--- config.mk ---
export PLATFORM = sky130hd
export DESIGN_NAME = hazard_control_unit
export DESIGN_NICKNAME = d
export VERILOG_FILES = /design/src/rtl/hazard_control_unit.sv
export SDC_FILE = /design/constraint.sdc
export NUM_CORES = 1
export LEC_CHECK = 0
export CAP_MARGIN = 30
export CORE_MARGIN = 10
export CORE_UTILIZATION = 30
export DETAILED_ROUTE_END_ITERATION = 10
export DONT_BUFFER_PORTS = 1
export GPL_ROUTABILITY_DRIVEN = 0
export PLACE_DENSITY = 0.47
export SLEW_MARGIN = 15
export SYNTH_ARGS = -nofsm -noshare
export SYNTH_HDL_FRONTEND = slang
export SYNTH_SLANG_ARGS = --single-unit
--- constraint.sdc ---
create_clock -name clk -period 2.13 [get_ports clk]
set_input_delay 0.213 -clock clk [delete_from_list [all_inputs] [get_ports clk]]
set_output_delay 0.213 -clock clk [all_outputs]
set_load 0.01 [all_outputs]
--- src/rtl/hazard_control_unit.sv ---
// Hazard control unit for a five-stage pipeline.
// Arbitrates memory freeze, taken-branch flush and load-use stall with a
// fixed priority, drives the pipeline enables combinationally and keeps
// saturating performance counters for stall and flush cycles.
//
// state    | meaning
// ---------+----------------------------------------------------------
// IDLE     | no hazard handled in the previous cycle
// LOAD_USE | one-cycle load-use bubble was inserted last cycle
// FLUSH    | IF/ID was cleared for a taken branch last cycle
// MEM_WAIT | pipeline frozen waiting on the MEM-stage access
module hazard_control_unit (
  input  logic        clk,
  input  logic        rst,
  input  logic [4:0]  id_rs1_addr,
  input  logic [4:0]  id_rs2_addr,
  input  logic        id_uses_rs1,
  input  logic        id_uses_rs2,
  input  logic [4:0]  ex_rd_addr,
  input  logic        ex_mem_read,
  input  logic        ex_branch_taken,
  input  logic        mem_req,
  input  logic        mem_ready,
  output logic        pipeline_stall,
  output logic        pc_write,
  output logic        if_id_write,
  output logic        if_id_flush,
  output logic        global_freeze,
  output logic [1:0]  hazard_state,
  output logic [15:0] stall_count,
  output logic [15:0] flush_count
);

  typedef enum logic [1:0] {
    IDLE     = 2'd0,
    LOAD_USE = 2'd1,
    FLUSH    = 2'd2,
    MEM_WAIT = 2'd3
  } state_t;

  state_t state_q;
  state_t state_d;

  logic freeze_c;
  logic lu_raw;
  logic lu_c;
  logic lu_stall;

  // Raw hazard causes; load-use is masked right after a bubble or a flush
  // so a single load never stalls twice and wrong-path IDs never stall.
  always_comb begin
    freeze_c = mem_req & ~mem_ready;
    lu_raw   = ex_mem_read & (ex_rd_addr != 5'd0) &
               ((id_uses_rs1 & (id_rs1_addr == ex_rd_addr)) |
                (id_uses_rs2 & (id_rs2_addr == ex_rd_addr)));
    lu_c     = lu_raw & (state_q != LOAD_USE) & (state_q != FLUSH);
  end

  // Priority arbitration: freeze over branch flush over load-use stall.
  // A branch seen during a freeze simply waits; EX is frozen so the taken
  // signal is still there in the first unfrozen cycle.
  always_comb begin
    state_d        = IDLE;
    pc_write       = 1'b1;
    if_id_write    = 1'b1;
    pipeline_stall = 1'b0;
    if_id_flush    = 1'b0;
    global_freeze  = 1'b0;
    lu_stall       = 1'b0;
    if (freeze_c) begin
      state_d       = MEM_WAIT;
      global_freeze = 1'b1;
      pc_write      = 1'b0;
      if_id_write   = 1'b0;
    end else if (ex_branch_taken) begin
      state_d        = FLUSH;
      if_id_flush    = 1'b1;
      pipeline_stall = 1'b1;
    end else if (lu_c) begin
      state_d        = LOAD_USE;
      pipeline_stall = 1'b1;
      pc_write       = 1'b0;
      if_id_write    = 1'b0;
      lu_stall       = 1'b1;
    end
    if (rst) begin
      pc_write       = 1'b0;
      if_id_write    = 1'b0;
      pipeline_stall = 1'b0;
      if_id_flush    = 1'b0;
      global_freeze  = 1'b0;
      lu_stall       = 1'b0;
    end
  end

  // State register.
  always_ff @(posedge clk or posedge rst) begin
    if (rst) state_q <= IDLE;
    else     state_q <= state_d;
  end

  assign hazard_state = state_q;

  // Saturating counters: stalls count load-use bubbles and freeze cycles
  // (a branch flush also raises pipeline_stall but is counted as a flush).
  always_ff @(posedge clk or posedge rst) begin
    if (rst) begin
      stall_count <= 16'd0;
      flush_count <= 16'd0;
    end else begin
      if ((lu_stall | global_freeze) && stall_count != 16'hFFFF)
        stall_count <= stall_count + 16'd1;
      if (if_id_flush && flush_count != 16'hFFFF)
        flush_count <= flush_count + 16'd1;
    end
  end

endmodule
# ---- Yosys cells after proc, flatten, opt, wreduce, memory -nomap -nowiden
# Cells that the tools add are included.
# W data, S select, Z words.
dict set report totals {
  mem_bits_rw 0
  latch_bits 0
  wordCells 43
  mem_count 0
  mem_bits_ro 0
  reg_bits 34
}
dict set report op_classes {
  n_mux 19
  shift 0
  reduce_logical 3
  div 0
  n_addsub 2
  n_mul 0
  bitwise 10
  eq_ne 6
  order_cmp 0
}
# cell count
set op_table {}
lappend op_table {{$add A16 B1 Y16 const B} 2}
lappend op_table {{$ne A16 B16 Y1 const B} 2}
lappend op_table {{$mux W1} 17}
lappend op_table {{$eq A5 B5 Y1} 2}
lappend op_table {{$and A1 B1 Y1} 7}
lappend op_table {{$reduce_bool A5 Y1} 1}
lappend op_table {{$mux W2} 2}
lappend op_table {{$logic_and A1 B1 Y1} 2}
lappend op_table {{$ne A2 B1 Y1 const B} 1}
lappend op_table {{$ne A2 B2 Y1 const B} 1}
lappend op_table {{$or A1 B1 Y1} 2}
lappend op_table {{$not A1 Y1} 1}

# ---- Depth between registers and ports, before layout
dict set report logic_depth {
  ltp_word 12
  ltp_mapped 8
  ltp_nobuf 7
}

# ---- Worst setup path after synthesis
# No wires, ideal clock.
dict set report synth_path {
  path_kind {reg2reg}
  from {register stall_count[0]}
  to {register stall_count[8]}
  slack_ns 0.196
  required_time_ns 1.998
  period_less_slack_ns 1.934
  stages_incl_launch_ff 9
  path_buffers 1
  arrival_time_ns 1.802
  path_cell_list {dfrtp_1 ha_1 nand3_2 nor4_1 nor4_2 a21oi_4 buf_6 nor3_1 xor2_1}
}
dict set report synth_between {
  elab_chain_cells 2
}
# element line_no
set synth_rtl {}
lappend synth_rtl {{from (decl)} 30} ;# output logic [15:0] stall_count,
lappend synth_rtl {{from (signal assigned)} 112} ;# stall_count <= stall_count + 16'd1;
lappend synth_rtl {{branches (longest 2 deep; another with $add A16 B1 Y16)} -}
# Parallel ways; which one is timed is not known.
# A chain may end at the register's enable or synchronous reset.

# ---- Final worst setup path
dict set report layout_path {
  from {register stall_count[1]}
  to {register stall_count[7]}
}
# Same word-level chain as after synthesis.

==> results.ini <==
[critical_path]
path_cells = ha_1 > nand3_2 > nor4_2 > nor4_2 > a21oi_4 > buf_12 > nor4_1 > xor2_1
reg2reg_depth = 8
crit_top_cell = nor4_2
critical_path.max_stage_delay_ps = 390
ff2ff_setup_slack_ps = 210
cp-endpoint = stall_count[7]$_DFFE_PP0P_
worstPathBufferInverterCount = 1
end_kind = flip-flop
required_ps = 2340
cp-startpoint = stall_count[1]$_DFFE_PP0P_
cp_max_fo = 16
rr_endpoint = stall_count[7]$_DFFE_PP0P_
cpLargestDelayFamily = simple AND/OR/NAND/NOR gates
worst_setup_path_start_kind = flip-flop
r2r-start = stall_count[1]$_DFFE_PP0P_
cp_slowest_cell = dfrtp_1
path_depth = 8
cp_data_arrival_time_ps = 2130
criticalPathCategory = reg2reg

[die]
io_pins = 62
die_w_um = 96.7
fp-row-count = 27
die_h_um = 96.7
dieArea_um2 = 9350
core-area_um2 = 5610
start_util_pct = 31.5

[final_layout]
final_nets = 215
final_cells = 263
final_cell_mix = dfrtp_1 (34), xnor2_1 (25), buf_4 (20)
utilization_pct = 38.2
fin_area_um2 = 2140
diodes = 0
syn_to_final_growth_pct = 21.2
final.fill_count = 582
drive_gt1_share_pct = 19.4
final_common_cell = dfrtp_1

[timing]
timing.fmax_mhz = 520
setup_tns_ps = 0
fin_hold_ws_ps = 36.4
min_period_over_period_pct = 90.2
finalMaxSlewViolations = 0
finalCriticalPeriod_ps = 1920
finalSetupViolations = 0
hold_viol = 0
max_slew_margin_pct = 52.3
rsz0062_at_grt = false
setup_slack_ps = 208
tightest_slew_ps = 715
fin_skew_ps = 12.3

[placed_design]
place_ws_ps = 17.6
hpwl_um = 3630
port_buffers = 0
placed_cell_area_um2 = 1990
dp.cells = 253

[routing]
vias_per_cell = 5.13
drtIter0Drc = 44
wl_per_cell_um = 17.9
vias = 1349
drtPass1Iterations = 4
drt-total-wl_um = 4700
ant_nets = 0
remaining_drc_errors = 0

[power]
swShare_pct = 32.8
peakVddDrop_uv = 318
clkPwrFrac_pct = 30.4
leakagePower_nw = 0.939
pwr-share-seq_pct = 45.0
comb_power_share_pct = 24.7
internal_power_mw = 1.31
powerDensity_nw_per_um2 = 910
finalPower_mw = 1.95
p_switching_mw = 0.639

[synthesis]
syn_area_um2 = 1770
synthAdderAreaFrac_pct = 1.42
synth_mux_area_share_pct = 1.28
yosys.area_share.simple_pct = 21.3
synth_top_family_by_area = simple AND/OR/NAND/NOR gates
syn_nets = 190
synth_xor_area_share_pct = 19.8
synth-seq-cells = 34
synth_cell_types = 33
ys_warn_count = 0
syn_inst = 165
syn_avg_cell_area_um2 = 10.7
seq_area_frac_synth_pct = 48.2
synth_compound_area_share_pct = 5.03

[global_routing]
overflow = 0
grt_pass1_wl_um = 7540
grt_max_degree = 19
antenna_found_initial = 0
grt_pass1_vias = 1403
grt_usage_pct = 9.56

[flow_run]
cap_violations = 0

[cts]
clk_pin_slew_ps = 80
numCtsBuffers = 5
cts_root_buffer = clkbuf_8
cts_tree = done
clock_path_buffers = 2
clock_sinks = 34
clk_latency_ps = 280
htreeDepth = 2

[worst_hold_path]
min_path_type = in2reg
whs_path_depth = 1

[status]
outcome = complete, no violations

==> synth_stat cells <==
library cell | n | area, um2
dfrtp_1 | 34 | 851
xnor2_1 | 25 | 219
xor2_1 | 15 | 131
nand3_1 | 12 | 60.1
nand4_1 | 12 | 75.1
nor3_1 | 10 | 50.1
nor2_1 | 9 | 33.8
nand2_1 | 8 | 30.0
and3_1 | 5 | 31.3
inv_1 | 5 | 18.8
nor4_1 | 3 | 18.8
and4_1 | 2 | 17.5
buf_2 | 2 | 10.0
ha_1 | 2 | 25.0
mux2_1 | 2 | 22.5
nand2b_1 | 2 | 12.5
a211oi_1 | 1 | 7.51
a21oi_1 | 1 | 5.00
a21oi_2 | 1 | 8.76
a21oi_4 | 1 | 16.3
a31oi_1 | 1 | 6.26
a31oi_4 | 1 | 21.3
and4_4 | 1 | 11.3
buf_1 | 1 | 3.75
buf_4 | 1 | 7.51
buf_6 | 1 | 11.3
nand3_2 | 1 | 10.0
nor2b_1 | 1 | 6.26
nor4_2 | 1 | 12.5
o211ai_2 | 1 | 12.5
o21ai_0 | 1 | 5.00
o22ai_1 | 1 | 6.26
or4_1 | 1 | 7.51
==> cells by family after synthesis <==
logic type | Yosys count
AOI/OAI and AO/OA | 9
muxes | 2
buffers and inverters | 10
xor gates and xnor gates | 40
DFF | 34
and+or+nand+nor | 68
adders and majority gates | 2
==> cell type report <==
class	instances	area, um2	share of cell area (%)
sequential	34	851	39.8
tap	72	90.1	4.21
clock inverter	2	37.5	1.75
timing repair buffer	23	200	9.36
clock buffer	6	72.6	3.39
inverter	5	18.8	0.877
multi-input combinational	121	870	40.6
==> metal layers <==
metal / global-route usage, % / routed length [um] / vias up
li1: - / - / 629
met1: 11.2 / 1980 / 671
met2: 14.9 / 2210 / 47
met3: 5.11 / 495 / 2
met4: 2.37 / 19 / 0
met5: 0 / 0 / -
==> power by group through the flow <==
stage	Clock (mW)	Sequential, mW	Combinational, mW
detailed placement	0	0.889	0.479
global placement	0	0.880	0.463
floorplan	0	0.923	0.234
CTS	0.610	0.877	0.485
finish	0.591	0.875	0.480
global route	0.641	0.890	0.529
==> worst min-delay path by stage <==
stage / slack (ps) / to / start
floorplan: 320 / hazard_state[0]$_DFF_PP0_ / ex_branch_taken
CTS: 30 / hazard_state[0]$_DFF_PP0_ / ex_branch_taken
global placement: 250 / flush_count[9]$_DFFE_PP0P_ / rst
global route: 40 / hazard_state[0]$_DFF_PP0_ / ex_branch_taken
detailed placement: 270 / flush_count[9]$_DFFE_PP0P_ / rst
finish: 40 / hazard_state[0]$_DFF_PP0_ / ex_branch_taken
==> sequential cells by signal, indices dropped and copies added (netlist names) <==
name          count
stall_count      16
hazard_state      2
flush_count      16
==> timing repair <==
item                       in CTS  in global routing
setup endpoints to repair       0                 15
gates resized for setup         0                  1
buffers inserted                0                  1
hold endpoints to repair       16                  0
hold buffers                    1                  0
No activity file was read; power rests on OpenSTA's default activity.
